[config.mk]
export PLATFORM = sky130hd
export DESIGN_NAME = eth_header_ctrl
export DESIGN_NICKNAME = d
export VERILOG_FILES = /design/src/rtl/eth_header_ctrl.sv
export SDC_FILE = /design/constraint.sdc
export NUM_CORES = 1
export LEC_CHECK = 0
export CORE_MARGIN = 4
export CORE_UTILIZATION = 42
export CTS_CLUSTER_DIAMETER = 200
export CTS_CLUSTER_SIZE = 25
export DETAILED_ROUTE_END_ITERATION = 12
export GPL_ROUTABILITY_DRIVEN = 0
export PLACE_DENSITY = 0.78
export SYNTH_ARGS = -nofsm -noshare
export SYNTH_HDL_FRONTEND = slang
export SYNTH_SLANG_ARGS = --single-unit
[constraint.sdc]
create_clock -name clk -period 2.8 [get_ports clk]
set_input_delay 0.7 -clock clk [delete_from_list [all_inputs] [get_ports clk]]
set_output_delay 0.7 -clock clk [all_outputs]
set_load 0.05 [all_outputs]
[src/rtl/eth_header_ctrl.sv]
// Ethernet header capture sequencer: counts header beats, detects 802.1Q tags and runts,
// and holds the stream off until the parser takes the header. Optional tag support: ETH_VLAN_EN.
module eth_header_ctrl #(
  parameter int unsigned DATA_WIDTH = 64
) (
  input  logic        clk,
  input  logic        rst,
  input  logic        s_axis_tvalid,
  input  logic        s_axis_tlast,
  output logic        s_axis_tready,
  output logic        frame_start,
  output logic        beat_accept,
  input  logic [15:0] ethertype_in,
  output logic        hdr_valid,
  input  logic        hdr_ready,
  output logic        hdr_vlan,
  output logic        payload_valid,
  output logic        runt_err,
  output logic [15:0] frame_cnt,
  output logic [15:0] runt_cnt
);

  localparam int unsigned BYTES_PER_BEAT = DATA_WIDTH / 8;
  localparam int unsigned BASE_BEATS     = (14 + BYTES_PER_BEAT - 1) / BYTES_PER_BEAT;
  localparam logic [3:0]  BASE_CNT       = 4'(BASE_BEATS);
`ifdef ETH_VLAN_EN
  localparam int unsigned VLAN_BEATS     = (18 + BYTES_PER_BEAT - 1) / BYTES_PER_BEAT;
  localparam bit          VLAN_EXTENDS   = (VLAN_BEATS > BASE_BEATS);
  localparam logic [15:0] TPID_8021Q     = 16'h8100;
`endif

  typedef enum logic [2:0] {
    ST_IDLE,
    ST_HDR,
    ST_CHECK,
`ifdef ETH_VLAN_EN
    ST_VLAN,
`endif
    ST_HOLD,
    ST_PAYLOAD
  } state_e;

  state_e      state_q, state_d;
  logic [3:0]  beat_cnt_q, beat_cnt_d;
  logic        last_seen_q, last_seen_d;
  logic        hdr_valid_q, hdr_valid_d;
  logic        runt_err_q, runt_d;
  logic [15:0] frame_cnt_q, runt_cnt_q;
  logic        frame_inc;
  logic        tready_c;
  logic        accept;
`ifdef ETH_VLAN_EN
  logic        hdr_vlan_q, hdr_vlan_d;
  logic        tag;
`else
  logic        unused_ethertype;
  assign unused_ethertype = ^ethertype_in;
`endif

  // Ready depends on state only, so accept never loops back through the next-state logic.
  always_comb begin
    tready_c = 1'b0;
    case (state_q)
      ST_IDLE, ST_HDR, ST_PAYLOAD: tready_c = 1'b1;
`ifdef ETH_VLAN_EN
      ST_VLAN:                     tready_c = 1'b1;
`endif
      default:                     tready_c = 1'b0;
    endcase
  end

  assign s_axis_tready = tready_c & ~rst;
  assign accept        = s_axis_tvalid & s_axis_tready;

  // Next-state and strobe decode.
  always_comb begin
    state_d       = state_q;
    beat_cnt_d    = beat_cnt_q;
    last_seen_d   = last_seen_q;
    hdr_valid_d   = hdr_valid_q;
    runt_d        = 1'b0;
    frame_inc     = 1'b0;
    frame_start   = 1'b0;
    beat_accept   = 1'b0;
    payload_valid = 1'b0;
`ifdef ETH_VLAN_EN
    hdr_vlan_d    = hdr_vlan_q;
    tag           = (ethertype_in == TPID_8021Q);
`endif
    case (state_q)
      ST_IDLE: begin
        if (accept) begin
          frame_start = 1'b1;
          beat_accept = 1'b1;
          beat_cnt_d  = 4'd1;
          if (s_axis_tlast && (BASE_CNT > 4'd1)) begin
            runt_d     = 1'b1;
            beat_cnt_d = 4'd0;
          end else if (BASE_CNT == 4'd1) begin
            state_d     = ST_CHECK;
            last_seen_d = s_axis_tlast;
          end else begin
            state_d = ST_HDR;
          end
        end
      end
      ST_HDR: begin
        if (accept) begin
          beat_accept = 1'b1;
          beat_cnt_d  = beat_cnt_q + 4'd1;
          if ((beat_cnt_q + 4'd1) == BASE_CNT) begin
            state_d     = ST_CHECK;
            last_seen_d = s_axis_tlast;
          end else if (s_axis_tlast) begin
            state_d = ST_IDLE;
            runt_d  = 1'b1;
          end
        end
      end
      ST_CHECK: begin
`ifdef ETH_VLAN_EN
        if (tag && VLAN_EXTENDS) begin
          if (last_seen_q) begin
            state_d = ST_IDLE;
            runt_d  = 1'b1;
          end else begin
            state_d = ST_VLAN;
          end
        end else begin
          state_d     = ST_HOLD;
          hdr_valid_d = 1'b1;
          hdr_vlan_d  = tag;
          frame_inc   = 1'b1;
        end
`else
        state_d     = ST_HOLD;
        hdr_valid_d = 1'b1;
        frame_inc   = 1'b1;
`endif
      end
`ifdef ETH_VLAN_EN
      ST_VLAN: begin
        if (accept) begin
          beat_accept = 1'b1;
          last_seen_d = s_axis_tlast;
          state_d     = ST_HOLD;
          hdr_valid_d = 1'b1;
          hdr_vlan_d  = 1'b1;
          frame_inc   = 1'b1;
        end
      end
`endif
      ST_HOLD: begin
        if (hdr_ready) begin
          hdr_valid_d = 1'b0;
          state_d     = last_seen_q ? ST_IDLE : ST_PAYLOAD;
        end
      end
      ST_PAYLOAD: begin
        if (accept) begin
          payload_valid = 1'b1;
          if (s_axis_tlast) state_d = ST_IDLE;
        end
      end
      default: state_d = ST_IDLE;
    endcase
    // Header beat count restarts whenever a frame is left behind.
    if ((state_d == ST_IDLE) && (state_q != ST_IDLE)) beat_cnt_d = 4'd0;
  end

  always_ff @(posedge clk) begin
    if (rst) begin
      state_q     <= ST_IDLE;
      beat_cnt_q  <= 4'd0;
      last_seen_q <= 1'b0;
      hdr_valid_q <= 1'b0;
      runt_err_q  <= 1'b0;
      frame_cnt_q <= 16'd0;
      runt_cnt_q  <= 16'd0;
    end else begin
      state_q     <= state_d;
      beat_cnt_q  <= beat_cnt_d;
      last_seen_q <= last_seen_d;
      hdr_valid_q <= hdr_valid_d;
      runt_err_q  <= runt_d;
      frame_cnt_q <= frame_cnt_q + 16'(frame_inc);
      runt_cnt_q  <= runt_cnt_q + 16'(runt_d);
    end
  end

`ifdef ETH_VLAN_EN
  always_ff @(posedge clk) begin
    if (rst) hdr_vlan_q <= 1'b0;
    else     hdr_vlan_q <= hdr_vlan_d;
  end
  assign hdr_vlan = hdr_vlan_q;
`else
  assign hdr_vlan = 1'b0;
`endif

  assign hdr_valid = hdr_valid_q;
  assign runt_err  = runt_err_q;
  assign frame_cnt = frame_cnt_q;
  assign runt_cnt  = runt_cnt_q;

endmodule
==> results of run 1 <==
[kinds of logic after synthesis]
kind of cell / Yosys count
buf+inv: 18
xor+xnor: 23
fa+ha+maj: 6
compound gates: 40
simple gates: 106
other cells: 1
flops: 42
[registers in the layout, indices dropped and copies added (netlist names)]
signal,cells
runt_cnt,16
beat_cnt_q,4
last_seen_q,1
state_q,3
hdr_valid,1
runt_err,1
frame_cnt,16
[per-stage QoR]
step | power [mW] | cell area, µm² | setup TNS [ps] | std cells | hold slack, ps
3_3_place_gp | 0.727 | 2600 | -2400 | 335 | 453
2_1_floorplan | 0.686 | 2000 | -3.07 | 236 | 444
3_5_place_dp | 0.728 | 2600 | -2710 | 335 | 496
4_1_cts | 1.19 | 2720 | 0 | 344 | 518
5_1_grt | 1.23 | 2740 | -14.4 | 344 | 555
6_report | 1.19 | 2740 | 0 | 344 | 511
[Yosys cell counts (all sizes together)]
master   count  area, µm²
nor2b        7       43.8
xor2        17        149
buf          2       18.8
a22oi        2       20.0
inv          7       31.3
nand4        5       31.3
o21bai       1       7.51
and2         1       6.26
a31oi        1       6.26
dfxtp       42        841
nor2        32        120
and3         4       25.0
o41ai        1       16.3
nor3b        1       7.51
nand4b       1       8.76
nor4b        1       8.76
or3          5       31.3
nand2b       2       12.5
nor3         8       40.0
or2          1       6.26
o21ai       10       53.8
a21oi       18       90.1
o311a        2       20.0
ha           6       75.1
nand3       17       85.1
conb         1       3.75
clkbuf       9       33.8
nand3b       1       7.51
xnor2        6       52.6
or4          1       7.51
and4         3       26.3
a211oi       2       15.0
o2bb2ai      1       15.0
nand2       15       56.3
o21a         1       7.51
a311o        1       10.0
nor4         1       6.26
[worst max path at each step]
stage / slack, ps / cells past startpoint / end / from
after detailed placement: -330 / 13 / runt_cnt[14] / s_axis_tvalid
after CTS: 8 / 5 / frame_start / rst
after floorplan: -3 / 2 / s_axis_tready / rst
final: 70 / 5 / frame_start / rst
after global placement: -260 / 13 / runt_cnt[10] / s_axis_tvalid
after global routing: -10 / 13 / runt_cnt[10] / beat_cnt_q[0]
[repair_timing]
item	4_1_cts	5_1_grt
gates resized for setup	5	5
setup buffers	1	0
hold buffers	0	0
pin swaps	2	1
endpoints found under the setup margin	4	9
[layout make-up]
| type | count | area [µm²] | area share [%] |
|---|---|---|---|
| clock buffers | 7 | 76.3 | 2.79 |
| repair buffers | 59 | 591 | 21.6 |
| multi-input cells | 176 | 1110 | 40.4 |
| well taps | 52 | 65.1 | 2.37 |
| flip-flops and latches | 42 | 841 | 30.7 |
| inverters | 7 | 31.3 | 1.14 |
| clock inverters | 1 | 30.0 | 1.10 |
[worst min-delay path, delay by kind of cell (launching register included)]
family / cells / cell delay [ps]
XOR/XNOR: 1 / 70
flip-flops: 1 / 350
AND/OR/NAND/NOR: 1 / 70
[power breakdown]
group	leakage [nW]	switching, mW	total [mW]	internal [mW]
clock	0.0524	0.201	0.468	0.267
sequential	0.339	0.00882	0.611	0.602
combinational	0.608	0.0645	0.110	0.0452
[cell usage in the layout, fill, tap and decap left out, types with 6 or more instances in the layout]
cell type	Yosys	layout
o21ai_0	9	8
dfxtp_1	42	42
inv_1	6	6
nor2b_1	7	7
nand2_1	15	15
nand3_1	17	17
buf_4	1	16
xor2_1	17	17
clkdlybuf4s50_1	0	37
nor2_1	32	31
xnor2_1	6	6
a21oi_1	18	17
nor3_1	8	6
[routing by layer]
metal / track usage (%) / vias up / wire length, µm
li1: - / 933 / -
met1: 17.8 / 853 / 1930
met2: 25.9 / 53 / 2040
met3: 5.15 / 10 / 277
met4: 5.25 / 0 / 85
met5: 0 / - / 0
==> impl_metrics.ini, run 1 <==
[min_path]
worstHoldPathType = reg2reg
hold_path_end = runt_cnt[15]
min_from = runt_cnt[15]
hold_depth = 2

[timing]
setup_ws_ps = 74.0
max_freq_ghz = 0.367
final-setup-viol-count = 0
hold_violations = 0
worstMarginPinSlew_ps = 553
period_share_pct = 97.4
slew_headroom_pct = 62.7
slew_violations = 0
min_period_ps = 2730
fin_skew_ps = 4.68

[logic_synthesis]
syn_area_per_cell_um2 = 8.46
synth_fa_ha_area_share_pct = 3.76
ys_seq_area_share_pct = 42.1
muxShareOfSynthArea_pct = 0
synth-xor-area-share_pct = 10.1
syn_nets = 263
synthSimpleGateAreaFrac_pct = 26.6
ys_seq_elements = 42
synth_warnings = 0
synth_area_um2 = 2000
yosysUniqueCellTypes = 41
synth_compound_area_share_pct = 13.1
synth_cells = 236
synth_top_family_by_area = simple AND/OR/NAND/NOR gates

[global_routing]
grt_first_pass_wirelength_um = 7450
antenna_found_initial = 0
grt_max_degree = 42
grt_pass1_vias = 1674
grt_usage_pct = 15.2
globalRouteOverflowTotal = 0

[critical_path]
reg2reg_depth = 13
r2r-start = beat_cnt_q[0]
r2r_slack_ps = 180
critPathBufInv = 3
arrival_ps = 2030
startpoint_type = input port
path_max_fanout = 2
endpoint_kind = primary output
crit_path_max_incr_delay_ps = 470
r2r-end = runt_cnt[14]
crit_chain = clkdlybuf4s50_1, or4_4, buf_6, nor2_4, buf_12
path_delay_family = buffers and inverters
slowest_stage = or4_4
cp_data_required_time_ps = 2100
path_class = in2out

[place]
port_buffers = 42
post-place-ws_ps = -326
dp_hpwl_um = 3130

[pwr]
ir_worst_vdd_v = 0.000254
powerDensity_nw_per_um2 = 434
leakagePower_nw = 1.00

[cells_and_area]
drive_above_1_share_pct = 13.7
utilization_pct = 61.2
num-fill-cells = 392
areaGrowthSynthToFinish_pct = 37.2
nets = 318
num_antenna_cells = 0

[die]
io_pins = 60
start_util_pct = 44.6
rows = 24
die_h_um = 77.0
dieArea_um2 = 5920
fp.dieW_um = 77.0
coreArea_um2 = 4470

[route]
via_count = 1849
wl_per_cell_um = 12.6
vias_per_cell = 5.38
drt_first_pass_iters = 4
drc = 0
drtIter0Drc = 53
ant_nets = 0
finalWirelength_um = 4340

[clocking]
cts_tree = yes
clk_pin_slew_worst_paths_ps = 70
cts_htree_levels = 2
clockRootBuffer = clkbuf_8
clk_latency_ps = 290
cts_buffers = 5
cts.path.max_buffers = 2
cts.sinks = 42

[outcome]
status = completed

[job]
maxCapViolCount = 0
No activity file was read; power rests on OpenSTA's default activity.
==> run 2, diff against run 1 <==
--- a/config.mk
+++ b/config.mk
@@ -5,6 +5,7 @@
 export SDC_FILE = /design/constraint.sdc
 export NUM_CORES = 1
 export LEC_CHECK = 0
+export CAP_MARGIN = 15
 export CORE_MARGIN = 4
 export CORE_UTILIZATION = 42
 export CTS_CLUSTER_DIAMETER = 200
@@ -12,6 +13,7 @@
 export DETAILED_ROUTE_END_ITERATION = 12
 export GPL_ROUTABILITY_DRIVEN = 0
 export PLACE_DENSITY = 0.78
+export SETUP_SLACK_MARGIN = 0.15
 export SYNTH_ARGS = -nofsm -noshare
 export SYNTH_HDL_FRONTEND = slang
 export SYNTH_SLANG_ARGS = --single-unit
==> impl_metrics.ini, run 2 (synthesized netlist as in run 1, its figures left out) <==
[outcome]
status = completed

[clocking]
cts_tree = yes
cts_buffers = 5
cts.sinks = 42
clockRootBuffer = clkbuf_8
cts.path.max_buffers = 2
clk_latency_ps = 300
cts_hold_buf = 0
clk_pin_slew_worst_paths_ps = 80
cts_htree_levels = 2

[critical_path]
cp-startpoint = rst
critPathBufInv = 3
path_max_fanout = 2
path_delay_family = simple AND/OR/NAND/NOR gates
cp_num_cells = 5
r2r_slack_ps = 310
endpoint_kind = primary output
path_class = in2out
startpoint_type = input port
cp_data_required_time_ps = 2100
reg2reg_depth = 12
crit_chain = dlygate4sd2_1, or4_4, buf_6, nor2_4, buf_12
r2r-end = runt_cnt[12]
arrival_ps = 1880
slowest_stage = or4_4
endpoint = frame_start
r2r-start = beat_cnt_q[0]
crit_path_max_incr_delay_ps = 530

[die]
die_h_um = 77.0
rows = 24
dieArea_um2 = 5920
start_util_pct = 44.6
fp.dieW_um = 77.0
coreArea_um2 = 4470
io_pins = 60

[timing]
final-setup-viol-count = 0
worstMarginPinSlew_ps = 514
max_freq_ghz = 0.387
setup_ws_ps = 218
slew_headroom_pct = 65.3
rsz0062_at_grt = false
fin_skew_ps = 6.76
hold_violations = 0
period_share_pct = 92.2
min_period_ps = 2580
slew_violations = 0

[cells_and_area]
num_antenna_cells = 0
nets = 316
utilization_pct = 61.5
final_cell_mix = 42 x dfxtp_1, 36 x clkdlybuf4s50_1, 31 x nor2_1
final_common_cell = dfxtp_1
final_cells = 342
areaGrowthSynthToFinish_pct = 37.7
drive_above_1_share_pct = 14.5

[global_routing]
grt_max_degree = 42
antenna_found_initial = 0
globalRouteOverflowTotal = 0
grt_usage_pct = 15.8
grt_first_pass_wirelength_um = 7690
grt_pass1_vias = 1684

[pwr]
finalPower_mw = 1.20
powerDensity_nw_per_um2 = 437
ir_worst_vdd_v = 0.000382
leakagePower_nw = 1.03

[place]
port_buffers = 42
dp_hpwl_um = 3240
post-place-ws_ps = -362
place_inst = 333

[route]
vias_per_cell = 5.37
wl_per_cell_um = 13.2
wl_met3_um = 250
wl_met2_um = 2190
drt_first_pass_iters = 4
drtIter0Drc = 61
dr.max_layer_used = met4
finalWirelength_um = 4500
ant_nets = 0
drc = 0
wl_met1_um = 2010
via_count = 1837

[job]
maxCapViolCount = 0

[min_path]
worstHoldPathType = reg2reg
[run 2: changes by cell type in the layout (fill, tap and decap cells not counted), moves of 2 or more]
cell / change
clkbuf_1: -2
buf_4: -2
nor3_2: -2
nor3_4: +2
[run 2: worst reg2reg max path: cells and delay by family, from the launching register on]
family | cells | cell delay [ps]
and+or+nand+nor | 5 | 610
DFF | 1 | 370
AOI/OAI and AO/OA | 3 | 560
adders and majority gates | 3 | 670
xor gates and xnor gates | 1 | 160
[run 2: per-layer routing]
layer  track usage [%]  vias to the layer above
li1                  -                      927
met1              19.7                      861
met2              26.1                       44
met3              4.22                        5
met4              5.25                        0
met5                 0                        -
[run 2: final cells by class]
class	count	area, µm²
inverter	7	31.3
fill	384	1720
clock inverter	3	43.8
timing repair buffer	57	574
tap	52	65.1
multi-input combinational	176	1130
clock buffer	5	68.8
sequential	42	841
[run 2: power by group]
part	internal (mW)	leakage, nW	switching (mW)
combinational	0.0440	0.637	0.0689
clock	0.267	0.0585	0.217
sequential	0.602	0.339	0.00391
total	0.913	1.03	0.290
[run 2: how the worst min path moves through the flow]
stage                      from  slack, ps  depth (start not counted)          end
global placement    last_seen_q        460                          2  last_seen_q
global route        last_seen_q        520                          2  last_seen_q
floorplan           last_seen_q        440                          2  last_seen_q
detailed placement  last_seen_q        480                          2  last_seen_q
finish              last_seen_q        490                          2  last_seen_q
CTS                 last_seen_q        490                          2  last_seen_q
[run 2: stage by stage]
stage	area (µm²)	TNS [ps]	hold WS, ps
final	2750	0	491
after detailed placement	2600	-3510	478
after floorplan	2020	0	444
after CTS	2730	0	490
after global routing	2750	0	520
after global placement	2600	-2320	457
[run 2: timing repair]
action / in CTS / in global routing
pin swaps: 2 / 1
gates cloned: 0 / 0
endpoints found under the setup margin: 14 / 12
buffers inserted: 1 / 0
gates resized for setup: 5 / 6
==> run 3, diff against run 2 <==
--- a/config.mk
+++ b/config.mk
@@ -8,7 +8,7 @@
 export CAP_MARGIN = 15
 export CORE_MARGIN = 4
 export CORE_UTILIZATION = 42
-export CTS_CLUSTER_DIAMETER = 200
+export CTS_CLUSTER_DIAMETER = 150
 export CTS_CLUSTER_SIZE = 25
 export DETAILED_ROUTE_END_ITERATION = 12
 export GPL_ROUTABILITY_DRIVEN = 0
==> results of run 3 <==
The final DEF is identical to that of run 2; final timing and power are the same.
